## config.mk

```make
export PLATFORM = sky130hd
export DESIGN_NAME = axi_csr_bridge
export DESIGN_NICKNAME = d
export VERILOG_FILES = /design/src/rtl/axi_csr_bridge.sv
export SDC_FILE = /design/constraint.sdc
export NUM_CORES = 1
export LEC_CHECK = 0
export ABC_AREA = 1
export BUFFER_PORTS_ARGS = -buffer_cell sky130_fd_sc_hd__buf_2
export CAP_MARGIN = 20
export CELL_PAD_IN_SITES_DETAIL_PLACEMENT = 1
export CELL_PAD_IN_SITES_GLOBAL_PLACEMENT = 2
export CORE_AREA = 8 8 168 154
export CTS_BUF_LIST = sky130_fd_sc_hd__clkbuf_2
export DETAILED_ROUTE_END_ITERATION = 8
export DIE_AREA = 0 0 176 162
export PLACE_DENSITY_LB_ADDON = 0.1
export SLEW_MARGIN = 20
export SYNTH_ARGS = -nofsm -noshare
export SYNTH_HDL_FRONTEND = slang
export SYNTH_SLANG_ARGS = --single-unit
```

## constraint.sdc

```tcl
create_clock -name clk_axi -period 3 [get_ports clk_axi]
set_input_delay 0.15 -clock clk_axi [delete_from_list [all_inputs] [get_ports clk_axi]]
set_output_delay 0.15 -clock clk_axi [all_outputs]
set_load 0.005 [all_outputs]
```

## src/rtl/axi_csr_bridge.sv

```systemverilog
// AXI4-Lite subordinate that turns single AXI reads/writes into transactions
// on the NI CSR request/response interface, one transaction at a time.
// Optional feature macro: AXI_CSR_BRIDGE_RMW_EN -- partial-strobe writes are
// carried out as a CSR read-modify-write instead of being refused with SLVERR.
module axi_csr_bridge #(
  parameter int                   AddrWidth  = 32,
  parameter int                   DataWidth  = 32,
  parameter logic [AddrWidth-1:0] BaseAddr   = 'h0000_1000,
  parameter logic [AddrWidth-1:0] WindowSize = 'h100
) (
  input  logic                 clk_axi,
  input  logic                 arst_axi,
  input  logic [AddrWidth-1:0] s_awaddr,
  input  logic                 s_awvalid,
  output logic                 s_awready,
  input  logic [DataWidth-1:0] s_wdata,
  input  logic [3:0]           s_wstrb,
  input  logic                 s_wvalid,
  output logic                 s_wready,
  output logic [1:0]           s_bresp,
  output logic                 s_bvalid,
  input  logic                 s_bready,
  input  logic [AddrWidth-1:0] s_araddr,
  input  logic                 s_arvalid,
  output logic                 s_arready,
  output logic [DataWidth-1:0] s_rdata,
  output logic [1:0]           s_rresp,
  output logic                 s_rvalid,
  input  logic                 s_rready,
  output logic                 csr_valid_o,
  output logic                 rd_or_wr_o,
  output logic [AddrWidth-1:0] addr_o,
  output logic [DataWidth-1:0] data_in_o,
  input  logic                 csr_ready_i,
  input  logic                 error_i,
  input  logic [DataWidth-1:0] data_out_i
);

  localparam logic [1:0] RespOkay   = 2'b00;
  localparam logic [1:0] RespSlvErr = 2'b10;
  localparam logic [1:0] RespDecErr = 2'b11;

  typedef enum logic [2:0] {
    IDLE, WR_REQ, RD_REQ, RD_CAP, B_RESP, R_RESP
`ifdef AXI_CSR_BRIDGE_RMW_EN
    , RMW_RD, RMW_CAP
`endif
  } state_t;

  state_t                state;
  logic                  last_rd;
  logic                  wr_cand;
  logic                  rd_cand;
  logic                  take_rd;
  logic                  take_wr;
  logic [AddrWidth-1:0]  addr_q;
  logic [DataWidth-1:0]  wdata_q;
`ifdef AXI_CSR_BRIDGE_RMW_EN
  logic [3:0]            strb_q;
`endif

  function automatic logic in_window(input logic [AddrWidth-1:0] a);
    logic [AddrWidth-1:0] off;
    off = a - BaseAddr;
    return (a >= BaseAddr) && (off < WindowSize);
  endfunction

`ifdef AXI_CSR_BRIDGE_RMW_EN
  function automatic logic [DataWidth-1:0] merge_bytes(input logic [DataWidth-1:0] wd,
                                                        input logic [DataWidth-1:0] rd,
                                                        input logic [3:0]           strb);
    logic [DataWidth-1:0] res;
    for (int i = 0; i < DataWidth / 8; i++) begin
      res[8*i +: 8] = strb[i] ? wd[8*i +: 8] : rd[8*i +: 8];
    end
    return res;
  endfunction
`endif

  // A write needs AW and W together; on a tie the type not served last wins.
  assign wr_cand   = s_awvalid & s_wvalid;
  assign rd_cand   = s_arvalid;
  assign take_rd   = (state == IDLE) & rd_cand & (~wr_cand | ~last_rd);
  assign take_wr   = (state == IDLE) & wr_cand & (~rd_cand | last_rd);
  assign s_arready = take_rd;
  assign s_awready = take_wr;
  assign s_wready  = take_wr;
  assign addr_o    = addr_q;
  assign data_in_o = wdata_q;

  // Control FSM: arbitration, CSR request sequencing and AXI responses
  always_ff @(posedge clk_axi or posedge arst_axi) begin
    if (arst_axi) begin
      state       <= IDLE;
      last_rd     <= 1'b0;
      csr_valid_o <= 1'b0;
      rd_or_wr_o  <= 1'b0;
      s_bvalid    <= 1'b0;
      s_bresp     <= RespOkay;
      s_rvalid    <= 1'b0;
      s_rresp     <= RespOkay;
      s_rdata     <= '0;
    end else begin
      case (state)
        IDLE: begin
          if (take_rd) begin
            last_rd <= 1'b1;
            if (in_window(s_araddr)) begin
              state       <= RD_REQ;
              csr_valid_o <= 1'b1;
              rd_or_wr_o  <= 1'b0;
            end else begin
              state    <= R_RESP;
              s_rvalid <= 1'b1;
              s_rresp  <= RespDecErr;
              s_rdata  <= '0;
            end
          end else if (take_wr) begin
            last_rd <= 1'b0;
            if (!in_window(s_awaddr)) begin
              state    <= B_RESP;
              s_bvalid <= 1'b1;
              s_bresp  <= RespDecErr;
            end else if (s_wstrb == 4'hF) begin
              state       <= WR_REQ;
              csr_valid_o <= 1'b1;
              rd_or_wr_o  <= 1'b1;
            end
`ifdef AXI_CSR_BRIDGE_RMW_EN
            else if (s_wstrb == 4'h0) begin
              state    <= B_RESP;
              s_bvalid <= 1'b1;
              s_bresp  <= RespOkay;
            end else begin
              state       <= RMW_RD;
              csr_valid_o <= 1'b1;
              rd_or_wr_o  <= 1'b0;
            end
`else
            else begin
              state    <= B_RESP;
              s_bvalid <= 1'b1;
              s_bresp  <= RespSlvErr;
            end
`endif
          end
        end
        WR_REQ: begin
          if (csr_ready_i) begin
            csr_valid_o <= 1'b0;
            state       <= B_RESP;
            s_bvalid    <= 1'b1;
            s_bresp     <= error_i ? RespSlvErr : RespOkay;
          end
        end
        RD_REQ: begin
          if (csr_ready_i) begin
            csr_valid_o <= 1'b0;
            state       <= RD_CAP;
          end
        end
        RD_CAP: begin
          state    <= R_RESP;
          s_rvalid <= 1'b1;
          s_rresp  <= error_i ? RespSlvErr : RespOkay;
          s_rdata  <= error_i ? '0 : data_out_i;
        end
        B_RESP: begin
          if (s_bready) begin
            s_bvalid <= 1'b0;
            state    <= IDLE;
          end
        end
        R_RESP: begin
          if (s_rready) begin
            s_rvalid <= 1'b0;
            state    <= IDLE;
          end
        end
`ifdef AXI_CSR_BRIDGE_RMW_EN
        RMW_RD: begin
          if (csr_ready_i) begin
            csr_valid_o <= 1'b0;
            state       <= RMW_CAP;
          end
        end
        RMW_CAP: begin
          if (error_i) begin
            state    <= B_RESP;
            s_bvalid <= 1'b1;
            s_bresp  <= RespSlvErr;
          end else begin
            state       <= WR_REQ;
            csr_valid_o <= 1'b1;
            rd_or_wr_o  <= 1'b1;
          end
        end
`endif
        default: state <= IDLE;
      endcase
    end
  end

  // Transaction capture: address, write data and strobes at the AXI handshake
  always_ff @(posedge clk_axi) begin
    if (take_rd) begin
      addr_q <= s_araddr;
    end else if (take_wr) begin
      addr_q  <= s_awaddr;
      wdata_q <= s_wdata;
`ifdef AXI_CSR_BRIDGE_RMW_EN
      strb_q  <= s_wstrb;
`endif
    end
`ifdef AXI_CSR_BRIDGE_RMW_EN
    else if (state == RMW_CAP) begin
      wdata_q <= merge_bytes(wdata_q, data_out_i, strb_q);
    end
`endif
  end

endmodule

```

**Yosys cells after proc, flatten, opt, wreduce, memory -nomap -nowiden**

Cells that the tools add are included.

- Flip-flop bits (word level): 108
- Bits of input ports: 141
- Output and inout port bits: 107
- Word-level logic and storage cells: 118

- $add $sub $neg: 2
- Order comparisons: 4
- Eq/ne operators: 21
- Multiplexer cells: 48
- Bitwise operators: 11
- Reductions and logical operators: 21

Operator list:

| kind | number |
|---|---|
| two-way mux 32 bit | 5 |
| greater-or-equal comparator 32 x 13 -> 1 bit, second input constant | 2 |
| < comparator 32 x 9 -> 1 bit, second input constant | 2 |
| case mux 32 bit (2 select lines) | 1 |
| subtractor 32 x 13 -> 32 bit, second input constant | 2 |
| two-way mux 3 bit | 9 |
| two-way mux 1 bit | 19 |
| case mux 3 bit (6 select lines) | 1 |
| two-way mux 2 bit | 8 |
| != test 2 bit, second input constant | 8 |
| AND reduction 5 bit | 3 |
| AND reduction 6 bit | 2 |
| nonzero test 2 bit | 6 |
| != test 3 x 2 -> 1 bit, second input constant | 3 |
| case mux 2 bit (2 select lines) | 2 |
| equality test 3 x 2 -> 1 bit, second input constant | 2 |
| equality test 3 bit, second input constant | 2 |
| != test 3 bit, second input constant | 2 |
| case mux 1 bit (3 select lines) | 2 |
| nonzero test 3 bit | 2 |
| bitwise AND 1 bit | 5 |
| equality test 4 bit, second input constant | 1 |
| != test 2 x 1 -> 1 bit, second input constant | 2 |
| inverter 1 bit | 4 |
| 9 further kinds | 12 |

**Depth between registers and ports, before layout**

- Depth in word-level cells: 7
- Depth in mapped cells: 16
- Depth with buffers taken out: 15

**Worst setup path after synthesis**

Ideal clock, no wire load.

- Path kind: register to register
- Start point: register state[2]
- End point: register csr_valid_o
- Library setup time: 117 ps
- Arrival time: 2860 ps
- Data required time: 2883 ps
- Setup slack: 23 ps
- Cell stages (with the launch flop): 11
- Path buffers: 0
- Period minus slack after synthesis: 2977 ps
- Cell sequence: dfrtp_1 -> nor2_1 -> inv_2 -> nor2_4 -> inv_1 -> o21ai_1 -> nor2_1 -> nor3_1 -> nand3_1 -> nand2_1 -> nand2_1

- Word-level cells in the longest chain between the ends: 5
- Elaborated cells on any way between the ends: 17
- Those cells by class: 7 x eq/ne; 2 x mux; 4 x bitwise; 4 x reduce/logical

Ends and longest elaborated chain:

| item | line | source |
|---|---|---|
| from (decl) | 50 | `state_t state;` |
| from (signal assigned) | 94 | `state <= IDLE;` |
| from (signal assigned) | 109 | `state <= RD_REQ;` |
| from (signal assigned) | 113 | `state <= R_RESP;` |
| zero test 3 bit | 83, 84, 104 |  |
| bitwise AND 1 bit, on equally long branches (2 in series) | 83, 84 |  |
| != test 3 x 2 -> 1 bit (no source line), or another cell as far along | - |  |
| AND reduction 6 bit (no source line) or case mux 1 bit (2 select lines) (tied branches) | - |  |
| to (signal assigned) | 96 | `csr_valid_o <= 1'b0;` |
| to (signal assigned) | 110 | `csr_valid_o <= 1'b1;` |
| to (signal assigned) | 126 | `csr_valid_o <= 1'b1;` |
| to (decl) | 30 | `output logic csr_valid_o,` |

Parallel ways exist; a longest one is shown, timed or not.
A chain may end at the register's enable or synchronous reset.

**Final worst setup path**

- Start point: register state[2]
- End point: register state[0]

- Word-level cells in the longest chain between the ends: 5
- Elaborated cells on any way between the ends: 18
- Those cells by class: 10 x eq/ne; 2 x mux; 4 x bitwise; 2 x reduce/logical

Ends and longest elaborated chain:

| item | line |
|---|---|
| zero test 3 bit | 83, 84, 104 |
| bitwise AND 1 bit, on equally long branches (2 in series) | 84, 83 |
| != test 3 bit (no source line) or two-way mux 3 bit (tied branches) | - |
| AND reduction 5 bit (no source line) or case mux 3 bit (6 select lines) (tied branches) | - |

Parallel ways exist; a longest one is shown, timed or not.

==> metrics.md <==
| Metric | Value |
|---|---|
| Setup crit end | state[0] |
| Max cap viols | 0 |
| Post-synth EDFFs | 64 |
| First-pass DRT Iterations | 4 |
| Share of the synthesized area in the top cell type | 0.3529 |
| Reg2reg setup slack | 0.38 ns |
| Final ANT Viol Nets | 0 |
| Mean Syn Cell Area | 8.250 um^2 |
| R2r startpoint | state[2] |
| Synth-to-layout area growth | 63.30% |
| Grt total ovfl | 0 |
| Total wire length | 23.21 mm |
| Ys async rst share | 0.4074 |
| Total core area | 23,010 um^2 |
| Post-synth top cells | nand2_1, nor2_1, edfxtp_1 |
| Synth top area cells | edfxtp_1, dfrtp_1, nand2_1 |
| Slack of the critical path | 0.3813 ns |
| CTS tree | yes |
| Crit path DAT | 3.16 ns |
| Max Fclk | about 0.38 GHz |
| Ys flop type | edfxtp_1 |
| Dpl ws | 0.7459 ns |
| Sequential area share after synthesis | 0.5551 |
| Setup tns final | 0 ns |
| Residual DRC | 0 |
| Initial antenna violation count | 2 |
| RD Place Congestion | between 0.8 and 0.9 |
| Total track usage | 0.1625 |
| Yosys cell types | 29 |
| Die W | about 180 um |
| Max-slew violation count | 0 |
| Final count of hold timing violations | 0 |
| FF-to-FF path depth | 13 |
| Critical path type | reg2reg |
| H-tree Lvls | 3 |
| Yosys warning count | 0 |
| Critical path required time | about 3.6 ns |
| CTS max path bufs | 2 |
| DP Wirelength | 17.89 mm |
| DIE AREA | 28,510 um^2 |
| Buffers on Ports | 247 |
| Final Cycle Share | 0.8729 |
| Flops & latches, synth | 108 |
| Grt met3 use | 0.03644 |
| RSZ-0062 raised after global routing | false |
| Status | completed |
| FF-to-FF End | state[0] |
| Busiest grt layer | met2 |
| Critical Path Fanout Max | 22 |
| Net Count, Synth | 801 |
| Worst slew pin tran | 0.9605 ns |
| PD cells | 481.7 nW/um^2 |
| Clock sink count | 108 |
| Crit. End Element | flop |
| Share of cells above drive strength 1 | 0.2883 |
| Rows | 53 |
| Synth Instances | 660 |
| DRT iter0 DRCs | 194 |
| Crit path launch type | flop |
| Pin count of the biggest net entering global routing | 45 |
| Max_slew headroom | 0.3587 |
| Total CTS buffers | 9 |
| Synthesized cell area | 5445 um^2 |
| CTS clk-pin slew, worst paths | 0.31 ns |
| Finish-stage setup viols | 0 |
| Clk_skew | 0.03612 ns |
| Met2 Track Usage GR | 0.2687 |
| Via count | 5,909 |
| Post-synth top area cell | edfxtp_1 |
| Vias in the first global route | roughly 6.4k |
| Initial core utilization | 0.2366 |
| Fin nets | 1,225 |
| Max rail drop VDD | 0.0002255 V |
| Static leakage | 4.336 nW |
| Minimum clock period | 2.619 ns |
| Met1 capacity usage during global routing | 0.2131 |
| Vias per Instance | 4.236 |
| Most frequent cell after synthesis | nand2_1 |
| # IOs | 248 |
| Later-pin clock latency in the skew report | 0.64 ns |
| Global-route wire length before repair | 36.38 mm |
| Worst Setup SP | state[2] |
| Min-delay worst type | in2reg |
| Die Span Y | 162 um |
| Routed len/inst | 16.64 um |
| CTS root buf | clkbuf_2 |
==> layer usage <==
metal  vias up  part of all wire
li1       2942                 -
met1      2764              0.46
met2       190              0.46
met3        13             0.070
met4         0            0.0089
met5         -                 0
==> logic make-up after synthesis <==
| group | synth area share |
|---|---|
| flip-flops | 0.5551 |
| buffers and inverters | 0.06296 |
| XOR/XNOR | 0.006433 |
| AO/OA/AOI/OAI | 0.03952 |
| AND/OR/NAND/NOR | 0.3359 |
==> sequential cells by signal, summed over array words and instances (netlist names) <==
signal and count:
addr_o 32, data_in_o 32, s_rdata 32, state 3, s_bresp 2, s_rresp 2, csr_valid_o 1, last_rd 1
rd_or_wr_o 1, s_bvalid 1, s_rvalid 1
==> metrics by stage <==
stage	utilization	hold slack, ns	area [um^2]	total power [W]	std cells
after floorplan	-	0.2489	5445	0.002697	660
after global placement	0.3052	0.3276	7023	0.003300	1200
after detailed placement	0.3052	0.3285	7023	0.003313	1200
after CTS	0.3853	0.001758	8866	0.004360	1389
after global routing	0.3863	0.006914	8890	0.004617	1394
final	0.3864	0.07095	8892	0.004283	1395
==> worst min-delay path by stage <==
| stage | startpoint | end | slack (ns) | cells after the start |
|---|---|---|---|---|
| 6_report | s_arvalid | addr_o[10] | 0.07 | 4 |
| 5_1_grt | s_arvalid | addr_o[10] | 0.007 | 4 |
| 4_1_cts | s_araddr[30] | state[1] | 0.002 | 7 |
| 3_5_place_dp | s_wdata[31] | data_in_o[31] | 0.33 | 1 |
| 3_3_place_gp | s_wdata[29] | data_in_o[29] | 0.33 | 1 |
| 2_1_floorplan | s_wdata[0] | data_in_o[0] | 0.25 | 0 |
==> cell type report <==
class                      instances  area, um^2
fill                            2827       14120
clock buffer                       9       45.04
timing repair buffer             427        3020
inverter                          66       254.0
antenna                            4       10.01
clock inverter                     7       66.31
tap                              302       377.9
multi-input combinational        472        2096
sequential                       108        3023
==> critical path: stages, from the launching register on <==
cell and delay [ns]:
dfrtp_1 0.50, nor2_1 0.15, inv_2 0.07, nor2_4 0.12, inv_1 0.15, nor2_2 0.19
nand2_2 0.13, clkinv_2 0.31, nand3_1 0.17, nand2_1 0.09, inv_1 0.04, nand2_1 0.05
a21oi_1 0.05, dlygate4sd3_1 0.55
==> report_power, final <==
part	total, W	switching, W	internal, W	leakage, nW
clock	0.000708	0.000572	0.000136	0.0723
combinational	0.00159	0.000880	0.000708	3.08
sequential	0.00199	0.0000973	0.00189	1.18
==> cell usage in the layout (no fill, tap or decap), types with 2 or more instances in the layout <==
cell type	Yosys	final
nand3_1	40	40
nand2_1	260	260
nand2_4	3	3
or2_2	2	2
buf_2	2	247
o21ai_1	5	4
nand3b_1	4	4
clkbuf_2	0	9
inv_6	1	4
xor2_1	4	4
inv_2	2	3
inv_1	63	62
nor2_1	75	73
a21oi_1	8	8
dfrtp_1	44	44
nor2_4	4	4
edfxtp_1	64	64
dlygate4sd3_1	0	173
diode_2	0	4
nor2_2	10	12
nand2_2	15	15
nand3_2	2	2
nand4_1	11	11
buf_4	1	7
o21ai_0	25	25
==> what timing repair did <==
action,in CTS,in global routing
buffers inserted,0,2
setup endpoints to repair,0,2
gates resized for setup,0,1
hold buffers,173,0
endpoints found under the hold margin,150,0
(Power assumes the default switching activity.)
